**src/rtl/fpu_pkg.sv**
```systemverilog
// Shared floating-point definitions: default binary32 field widths, operand
// classes, result kinds and the canonical quiet NaN.
package fpu_pkg;

   localparam int EW_DEF = 8;
   localparam int MW_DEF = 23;

   typedef enum logic [1:0] {ZERO, NORM, INF, NAN} fclass_e;
   typedef enum logic [1:0] {RES_NUM, RES_ZERO, RES_INF, RES_QNAN} fres_e;

   // Canonical qNaN {0, all-ones exponent, 1, zeros}, right-aligned in 64 bits.
   function automatic logic [63:0] canon_nan(input int ew, input int mw);
      return (((64'd1 << ew) - 64'd1) << mw) | (64'd1 << (mw - 1));
   endfunction

   // Exponent-0 operands are flushed to zero, denormal or not.
   function automatic fclass_e classify(input logic exp_zero, input logic exp_ones,
                                        input logic man_zero);
      if (exp_zero)
         return ZERO;
      if (!exp_ones)
         return NORM;
      return man_zero ? INF : NAN;
   endfunction

endpackage

```
**src/rtl/fmul_round.sv**
```systemverilog
// Combinational normalise / round-to-nearest-even / exponent adjust for the
// hidden-one mantissa product of fmul_pipe.
module fmul_round
   import fpu_pkg::*;
#(
   parameter int EW = EW_DEF,
   parameter int MW = MW_DEF
) (
   input  logic [2*MW+1:0]      prod,
   input  logic signed [EW+1:0] exp_in,
   output logic [MW-1:0]        man,
   output logic signed [EW+1:0] exp_out
);

   localparam int PW = 2*MW + 2;

   function automatic logic rne_inc(input logic ulp, input logic guard, input logic sticky);
      return guard & (sticky | ulp);
   endfunction

   logic                 norm_carry;
   logic [PW-1:0]        norm;
   logic                 inc;
   logic [MW+1:0]        rsum;
   logic                 round_carry;
   logic signed [EW+1:0] adj;

   always_comb begin
      // Product lies in [1,4): align so the hidden one sits in the top bit.
      norm_carry  = prod[PW-1];
      norm        = norm_carry ? prod : {prod[PW-2:0], 1'b0};
      inc         = rne_inc(norm[MW+1], norm[MW], |norm[MW-1:0]);
      rsum        = {1'b0, norm[PW-1:MW+1]} + {{(MW+1){1'b0}}, inc};
      round_carry = rsum[MW+1];
      man         = round_carry ? rsum[MW:1] : rsum[MW-1:0];
      adj         = $signed({{(EW+1){1'b0}}, norm_carry}) + $signed({{(EW+1){1'b0}}, round_carry});
      exp_out     = exp_in + adj;
   end

endmodule

```
**src/rtl/fmul_pipe.sv**
```systemverilog
// Pipelined flush-to-zero floating-point multiplier with global stall
// back-pressure; STAGES (2..5) sets the latency in cycles.
module fmul_pipe
   import fpu_pkg::*;
#(
   parameter int EW     = EW_DEF,
   parameter int MW     = MW_DEF,
   parameter int STAGES = 3
) (
   input  logic            clk,
   input  logic            rstn,
   input  logic [EW+MW:0]  s,
   input  logic [EW+MW:0]  t,
   input  logic            in_valid,
   output logic            in_ready,
   output logic [EW+MW:0]  d,
   output logic            out_valid,
   input  logic            out_ready,
   output logic            overflow,
   output logic            underflow,
   output logic            invalid
);

   localparam int FW = 1 + EW + MW;
   localparam int PW = 2*MW + 2;
   localparam int XW = EW + 2;
   localparam int NQ = STAGES - 1;
   localparam logic signed [XW-1:0] BIAS     = XW'((1 << (EW-1)) - 1);
   localparam logic signed [XW-1:0] EXP_MAX  = XW'((1 << EW) - 1);
   localparam logic signed [XW-1:0] EXP_ZERO = '0;
   localparam logic [FW-1:0]        QNAN     = FW'(canon_nan(EW, MW));

   logic                 adv;
   fclass_e              cls_s, cls_t;
   fres_e                kind_c;
   logic                 inv_c;
   logic                 sign_c;
   logic signed [XW-1:0] exp_c;
   logic [PW-1:0]        prod_c;

   logic                 vld_p1;
   logic                 sign_p1;
   fres_e                kind_p1;
   logic                 inv_p1;
   logic signed [XW-1:0] exp_p1;
   logic [PW-1:0]        prod_p1;

   logic [MW-1:0]        man_r;
   logic signed [XW-1:0] exp_r;
   logic [FW-1:0]        res_c;
   logic [2:0]           flg_c;

   logic                 vld_p2 [NQ];
   logic [FW-1:0]        res_p2 [NQ];
   logic [2:0]           flg_p2 [NQ];

   assign out_valid = vld_p2[NQ-1];
   assign in_ready  = !out_valid || out_ready;
   assign adv       = in_ready;
   assign d         = res_p2[NQ-1];
   assign overflow  = flg_p2[NQ-1][2] & out_valid;
   assign underflow = flg_p2[NQ-1][1] & out_valid;
   assign invalid   = flg_p2[NQ-1][0] & out_valid;

   // Stage 0 -> 1: classify operands, resolve specials, multiply mantissas.
   always_comb begin
      cls_s  = classify(s[FW-2:MW] == '0, &s[FW-2:MW], s[MW-1:0] == '0);
      cls_t  = classify(t[FW-2:MW] == '0, &t[FW-2:MW], t[MW-1:0] == '0);
      sign_c = s[FW-1] ^ t[FW-1];
      inv_c  = 1'b0;
      kind_c = RES_NUM;
      if (cls_s == NAN || cls_t == NAN) begin
         kind_c = RES_QNAN;
      end else if ((cls_s == INF && cls_t == ZERO) || (cls_s == ZERO && cls_t == INF)) begin
         kind_c = RES_QNAN;
         inv_c  = 1'b1;
      end else if (cls_s == INF || cls_t == INF) begin
         kind_c = RES_INF;
      end else if (cls_s == ZERO || cls_t == ZERO) begin
         kind_c = RES_ZERO;
      end
      exp_c  = $signed({2'b00, s[FW-2:MW]}) + $signed({2'b00, t[FW-2:MW]}) - BIAS;
      prod_c = {{(MW+1){1'b0}}, 1'b1, s[MW-1:0]} * {{(MW+1){1'b0}}, 1'b1, t[MW-1:0]};
   end

   always_ff @(posedge clk) begin
      if (adv) begin
         sign_p1 <= sign_c;
         kind_p1 <= kind_c;
         inv_p1  <= inv_c;
         exp_p1  <= exp_c;
         prod_p1 <= prod_c;
      end
   end

   // Stage 1 -> 2: round, then range-check the final exponent.
   fmul_round #(
      .EW (EW),
      .MW (MW)
   ) u_round (
      .prod    (prod_p1),
      .exp_in  (exp_p1),
      .man     (man_r),
      .exp_out (exp_r)
   );

   always_comb begin
      res_c = {sign_p1, {(EW+MW){1'b0}}};
      flg_c = 3'b000;
      case (kind_p1)
         RES_QNAN: begin
            res_c    = QNAN;
            flg_c[0] = inv_p1;
         end
         RES_INF: res_c = {sign_p1, {EW{1'b1}}, {MW{1'b0}}};
         RES_NUM: begin
            if (exp_r >= EXP_MAX) begin
               res_c    = {sign_p1, {EW{1'b1}}, {MW{1'b0}}};
               flg_c[2] = 1'b1;
            end else if (exp_r <= EXP_ZERO) begin
               flg_c[1] = 1'b1;
            end else begin
               res_c = {sign_p1, exp_r[EW-1:0], man_r};
            end
         end
         default: res_c = {sign_p1, {(EW+MW){1'b0}}};
      endcase
   end

   // Stage 2 .. STAGES: result delay line; the last slot drives the outputs.
   always_ff @(posedge clk) begin
      if (!rstn) begin
         vld_p1 <= 1'b0;
         for (int i = 0; i < NQ; i++) begin
            vld_p2[i] <= 1'b0;
            res_p2[i] <= '0;
            flg_p2[i] <= '0;
         end
      end else if (adv) begin
         vld_p1    <= in_valid;
         vld_p2[0] <= vld_p1;
         res_p2[0] <= res_c;
         flg_p2[0] <= flg_c;
         for (int i = 1; i < NQ; i++) begin
            vld_p2[i] <= vld_p2[i-1];
            res_p2[i] <= res_p2[i-1];
            flg_p2[i] <= flg_p2[i-1];
         end
      end
   end

endmodule

```
**config.mk**
```make
export PLATFORM = sky130hd
export DESIGN_NAME = fmul_pipe
export DESIGN_NICKNAME = d
export VERILOG_FILES = /design/src/rtl/fpu_pkg.sv /design/src/rtl/fmul_round.sv /design/src/rtl/fmul_pipe.sv
export SDC_FILE = /design/constraint.sdc
export NUM_CORES = 2
export LEC_CHECK = 0
export ABC_AREA = 0
export CAP_MARGIN = 20
export CORE_UTILIZATION = 58
export DETAILED_ROUTE_END_ITERATION = 7
export PLACE_DENSITY = 0.85
export SYNTH_ARGS = -nofsm -noshare
export SYNTH_HDL_FRONTEND = slang
export SYNTH_SLANG_ARGS = --single-unit
```
**constraint.sdc**
```tcl
create_clock -name clk -period 7.4 [get_ports clk]
set_input_delay 0.74 -clock clk [delete_from_list [all_inputs] [get_ports clk]]
set_output_delay 0.74 -clock clk [all_outputs]
set_load 0.1 [all_outputs]
```
==> flow_metrics.tcl <==
set metrics [dict create \
    numPortBuffers 104 \
    grt_pass1_vias 21183 \
    cts.sinks 135 \
    criticalPathCategory "in2reg" \
    syn_nets 3448 \
    ys_seq_elements 135 \
    crit_fanout 8 \
    syn_avg_cell_area_um2 9.47 \
    grt_pass1_wl_um 107000 \
    layout_min_cycle_time_ps 7310 \
    cp.arrival_ps 7480 \
    routed_wl_um 66300 \
    synthFlopType "edfxtp_1" \
    vias 19512 \
    slew_viol_final 0 \
    rows 76 \
    rsz0062_at_grt "true" \
    core_um2 43300 \
    drt_first_pass_iters 5 \
    start_kind "input port" \
    dpl_cell_area_um2 28800 \
    holdPathEnd "res_p2[0][31]" \
    vias_per_cell 5.55 \
    ioPinCount 105 \
    fin_crit_sh 0.988 \
    grt_usage 0.308 \
    tightest_slew_ps 1100 \
    initial_core_util 0.592 \
    drtAntennaViolNets 0 \
    finalInstanceArea_um2 29500 \
    grt_max_degree 101 \
    slew_headroom 0.257 \
    cts.clk_slew.worst_paths_ps 60 \
    cts-buffers-inserted 17 \
    required_ps 7570 \
    final_net_count 3658 \
    htree_levels 4 \
    reg2regPathDepth 21 \
    area_growth_pct 15.4 \
    root_buffer "clkbuf_16" \
    ys_warn_count 0 \
    fp.dieArea_um2 45000 \
    tritoncts "built" \
    place_hpwl_um 55400 \
    status "finished, final reports clean" \
    hold_class "reg2reg" \
    setup_tns_ps 0 \
    synth_area_um2 25600 \
    die_y_um 212 \
    holdWs_ps 547 \
    finalSetupViolCount 0 \
    min_from "sign_p1" \
    cts_hold_buf 0 \
    worstReg2RegEnd "res_p2[0][7]" \
    hold_viol_final 0 \
    holdPathStages 1 \
    drc 0 \
    antenna_found_initial 1 \
    clkLatencyLatePin_ps 420 \
    worstSetupStartpoint "s[7]" \
    drt_iter0_drc 1544 \
    async_flop_share 0 \
    cap_viol_max_count 0 \
    r2r_setup_slack_ps 1370 \
    die_width_um 212 \
    synth_edf_count 134 \
    synth_seq_area_share 0.158 \
    synth_cell_types 72 \
    place_congestion 0.975 \
    drive_above_1_share 0.112 \
    r2r-start "prod_p1[47]" \
    wl_per_cell_um 18.9 \
    finalClockSkew_ps 13.2 \
    clk_path_buf_depth 2 \
    grt-ovfl-total 0 \
    crit_path_end_kind "flip-flop" \
    netlist_instances 2704 \
    fmax_ghz 0.137 \
]
==> registers in the layout (all words and copies together), names as in the netlist <==
signal,cells
exp_p1,10
flg_p2,6
kind_p1,2
res_p2,64
prod_p1,48
vld_p1,1
inv_p1,1
vld_p2,2
sign_p1,1
==> worst max-delay path by stage <==
stage,slack (ps),end,depth (start not counted)
6_report,90,prod_p1[47],23
4_1_cts,20,prod_p1[47],26
5_1_grt,-90,prod_p1[47],27
3_3_place_gp,-290,prod_p1[47],23
2_1_floorplan,410,prod_p1[47],22
3_5_place_dp,-410,prod_p1[47],26
==> synthesized netlist by cell type (17+ instances only) <==
cell	n	area share
a21o_1	17	0.0050
fa_1	484	0.38
xnor2_1	47	0.016
nor2_1	83	0.012
nand2_1	317	0.046
buf_4	32	0.0094
and2_1	266	0.065
nand3_1	23	0.0045
and3_1	45	0.011
xor2_1	38	0.013
ha_1	192	0.094
inv_1	589	0.086
o21ai_0	32	0.0063
clkbuf_1	110	0.016
edfxtp_1	134	0.16
nor4_1	21	0.0051
a21oi_1	82	0.016
==> metrics by stage <==
| step | setup WS (ps) | util | instances |
|---|---|---|---|
| 2_1_floorplan | 414 | - | 2704 |
| 3_3_place_gp | -292 | 0.666 | 3479 |
| 3_5_place_dp | -412 | 0.666 | 3479 |
| 4_1_cts | 19.0 | 0.680 | 3511 |
| 5_1_grt | -89.4 | 0.683 | 3512 |
| 6_report | 85.7 | 0.683 | 3513 |
==> layer usage <==
metal | part of all wire | vias up | track usage
met5 | 0.00018 | - | 0
met4 | 0.040 | 2 | 0.118
met3 | 0.098 | 197 | 0.0647
met2 | 0.48 | 1018 | 0.512
met1 | 0.38 | 9650 | 0.397
li1 | - | 8645 | -
==> area by class of cell <==
| cell class | count | area (um2) |
|---|---|---|
| Fill cell | 3094 | 13700 |
| Timing Repair Buffer | 348 | 3280 |
| Tap cell | 585 | 732 |
| Sequential cell | 135 | 4040 |
| Inverter | 592 | 2230 |
| Multi-Input combinational cell | 1820 | 18700 |
| Clock buffer | 17 | 425 |
| Clock inverter | 15 | 153 |
| Antenna cell | 1 | 2.50 |
==> worst max-delay path, cell delays in order <==
cell and delay (ps):
clkdlybuf4s50_1 460, buf_4 200, buf_4 200, nand2_1 100, fa_1 540, inv_1 60
fa_1 560, fa_1 460, fa_1 540, fa_1 430, fa_1 500, inv_1 50
fa_1 500, inv_1 60, ha_1 310, a21oi_1 180, o21ai_1 140, nor4b_2 300
a211o_2 180, o21ai_1 100, or4b_1 500, a31o_1 240, xnor2_1 120
==> layout by cell type, fill, tap and decap left out, types with 3 or more instances in the layout <==
| master | n |
|---|---|
| or3_1 | 5 |
| o21bai_1 | 14 |
| or2_2 | 4 |
| nor4_1 | 20 |
| buf_4 | 210 |
| fa_1 | 482 |
| mux2_2 | 4 |
| mux2i_1 | 9 |
| nor3_1 | 14 |
| clkbuf_16 | 17 |
| xnor2_1 | 47 |
| a21oi_2 | 10 |
| nand4_1 | 15 |
| a211oi_1 | 7 |
| nand2_1 | 316 |
| clkdlybuf4s50_1 | 99 |
| inv_8 | 6 |
| xor2_1 | 38 |
| and3_1 | 45 |
| inv_6 | 5 |
| buf_12 | 30 |
| and4_1 | 4 |
| a21o_1 | 17 |
| edfxtp_1 | 134 |
| ha_1 | 191 |
| nand2b_1 | 11 |
| inv_1 | 587 |
| nor2_1 | 81 |
| clkinv_1 | 3 |
| o21ai_0 | 27 |
| o21ai_1 | 8 |
| nor2b_1 | 15 |
| a21oi_1 | 74 |
| a31oi_1 | 10 |
| nand3_1 | 23 |
| dlymetal6s2s_1 | 5 |
| and2_1 | 266 |
| o2111ai_1 | 3 |
| a211oi_2 | 7 |
| buf_6 | 3 |
==> repair_timing <==
| item | in CTS | in global routing |
|---|---|---|
| buffers inserted | 0 | 1 |
| setup endpoints to repair | 0 | 14 |
| gates resized for setup | 0 | 37 |
==> cells by family (layout without fill, tap and decap cells) <==
| logic type | count (synthesis) | after routing | share of synthesized area |
|---|---|---|---|
| flops | 135 | 135 | 0.158 |
| fa+ha+maj | 676 | 676 | 0.472 |
| buf+inv | 749 | 972 | 0.116 |
| mux | 13 | 13 | 0.00528 |
| other cells | 0 | 1 | 0 |
| compound gates | 207 | 207 | 0.0527 |
| simple gates | 838 | 838 | 0.166 |
| xor+xnor | 86 | 86 | 0.0297 |
Power is not shown: default switching activity piles up to over one toggle a cycle in this logic, so the estimate is an artifact.
==> RTL edit (same flow settings) <==
The 4 values of `fres_e` get a one-hot encoding in 4 bits.
--- a/src/rtl/fpu_pkg.sv
+++ b/src/rtl/fpu_pkg.sv
@@ -6,7 +6,7 @@
    localparam int MW_DEF = 23;
 
    typedef enum logic [1:0] {ZERO, NORM, INF, NAN} fclass_e;
-   typedef enum logic [1:0] {RES_NUM, RES_ZERO, RES_INF, RES_QNAN} fres_e;
+   typedef enum logic [3:0] {RES_NUM = 4'b0001, RES_ZERO = 4'b0010, RES_INF = 4'b0100, RES_QNAN = 4'b1000} fres_e;
 
    // Canonical qNaN {0, all-ones exponent, 1, zeros}, right-aligned in 64 bits.
    function automatic logic [63:0] canon_nan(input int ew, input int mw);
Formal check against the unedited RTL: same outputs for any inputs over 4 cycles, from zero or initial values and one cycle with rstn low; so few cycles prove little.
==> RTL edit against the original RTL <==
- utilization is 0.080 points lower
- non-clock buffer count is 1 lower
- worst hold slack worse by 0.023 ns
- wire length is 1.3% higher
- setup slack better by 0.15 ns
- cell area is 0.10% higher
- sequential cell count is 2 higher
- area after synthesis is 0.34% higher
Power is not shown: default switching activity piles up to over one toggle a cycle in this logic, so the estimate is an artifact.
==> RTL edit: results <==
[min_path]
hold_depth = 2

[outcome]
status = "finished, final reports clean"

[routing]
wl_met1_um = 26500
dr.pass1.iters = 6
wire_per_inst_um = 19.2
vias = 19300
wl_met3_um = 5620
viasPerCell = 5.51
drtIter0Drc = 1464
dr_wl_met2_um = 32100

[place]
dpl.hpwl_um = 57000
gp_congestion = 0.967

[global_routing]
grt_usage = 0.313
gr-usage-met2 = 0.529
grt_pass1_vias = 20900
grt_max_degree = 73
grt_pass1_wl_um = 108000
antenna_found_initial = 0

[synth]
yosysSeqAreaShare = 0.160
syn-instance-count = 2684
synth_nets = 3428
synth_common_cells = "inv_1, fa_1, nand2_1"
synth_edf_count = 136
yosys-top-cells-area = "fa_1, edfxtp_1, ha_1"
ys_types = 80

[final_layout]
diodes = 0
fillers = 3210

[setup_path]
crit_fanout = 7
r2r_end = "res_p2[0][9]"

[sta]
relSlewSlack = 0.336
fin_worst_skew_ns = 0.0100
-- RTL edit: changes by cell type after synthesis, sizes merged, moves of 9 or more --
cell	change
nor2b	-9
a21oi	-11
xnor2	+9
a211oi	-10
nand2	-11
-- RTL edit: through the flow --
stage | util | hold slack (ns) | TNS, ns | cell area (um^2) | setup slack (ns)
4_1_cts | 0.681 | 0.526 | 0 | 29500 | 0.110
5_1_grt | 0.682 | 0.558 | -0.0116 | 29600 | -0.0116
3_5_place_dp | 0.668 | 0.509 | -2.63 | 29000 | -0.288
6_report | 0.682 | 0.523 | 0 | 29600 | 0.238
2_1_floorplan | - | 0.474 | 0 | 25700 | 0.465
3_3_place_gp | 0.668 | 0.489 | -1.15 | 29000 | -0.185
-- RTL edit: area by class of cell --
type / instances / area [um^2] / share of cell area
inverter: 597 / 2240 / 0.0759
sequential: 137 / 4100 / 0.139
multi-input combinational: 1804 / 18700 / 0.632
tap: 585 / 732 / 0.0248
timing repair buffer: 347 / 3250 / 0.110
clock inverter: 14 / 126 / 0.00427
clock buffer: 18 / 429 / 0.0145
-- RTL edit: cell families after synthesis --
logic type                 Yosys count  share of synthesized area
muxes                               16                    0.00653
buffers and inverters              743                      0.115
xor gates and xnor gates            93                     0.0317
DFF                                137                      0.160
and+or+nand+nor                    814                      0.163
adders and majority gates          676                      0.471
AOI/OAI and AO/OA                  205                     0.0537
-- RTL edit: how the worst max path moves through the flow --
stage,end,slack (ns),cells after the start
floorplan,prod_p1[41],0.47,23
global placement,prod_p1[41],-0.18,23
detailed placement,prod_p1[42],-0.29,24
CTS,prod_p1[42],0.11,24
global route,prod_p1[42],-0.01,25
finish,prod_p1[40],0.24,26
-- RTL edit: timing repair --
action | CTS | global route
hold buffers | 0 | 0
setup endpoints to repair | 0 | 11
resized for setup | 0 | 17
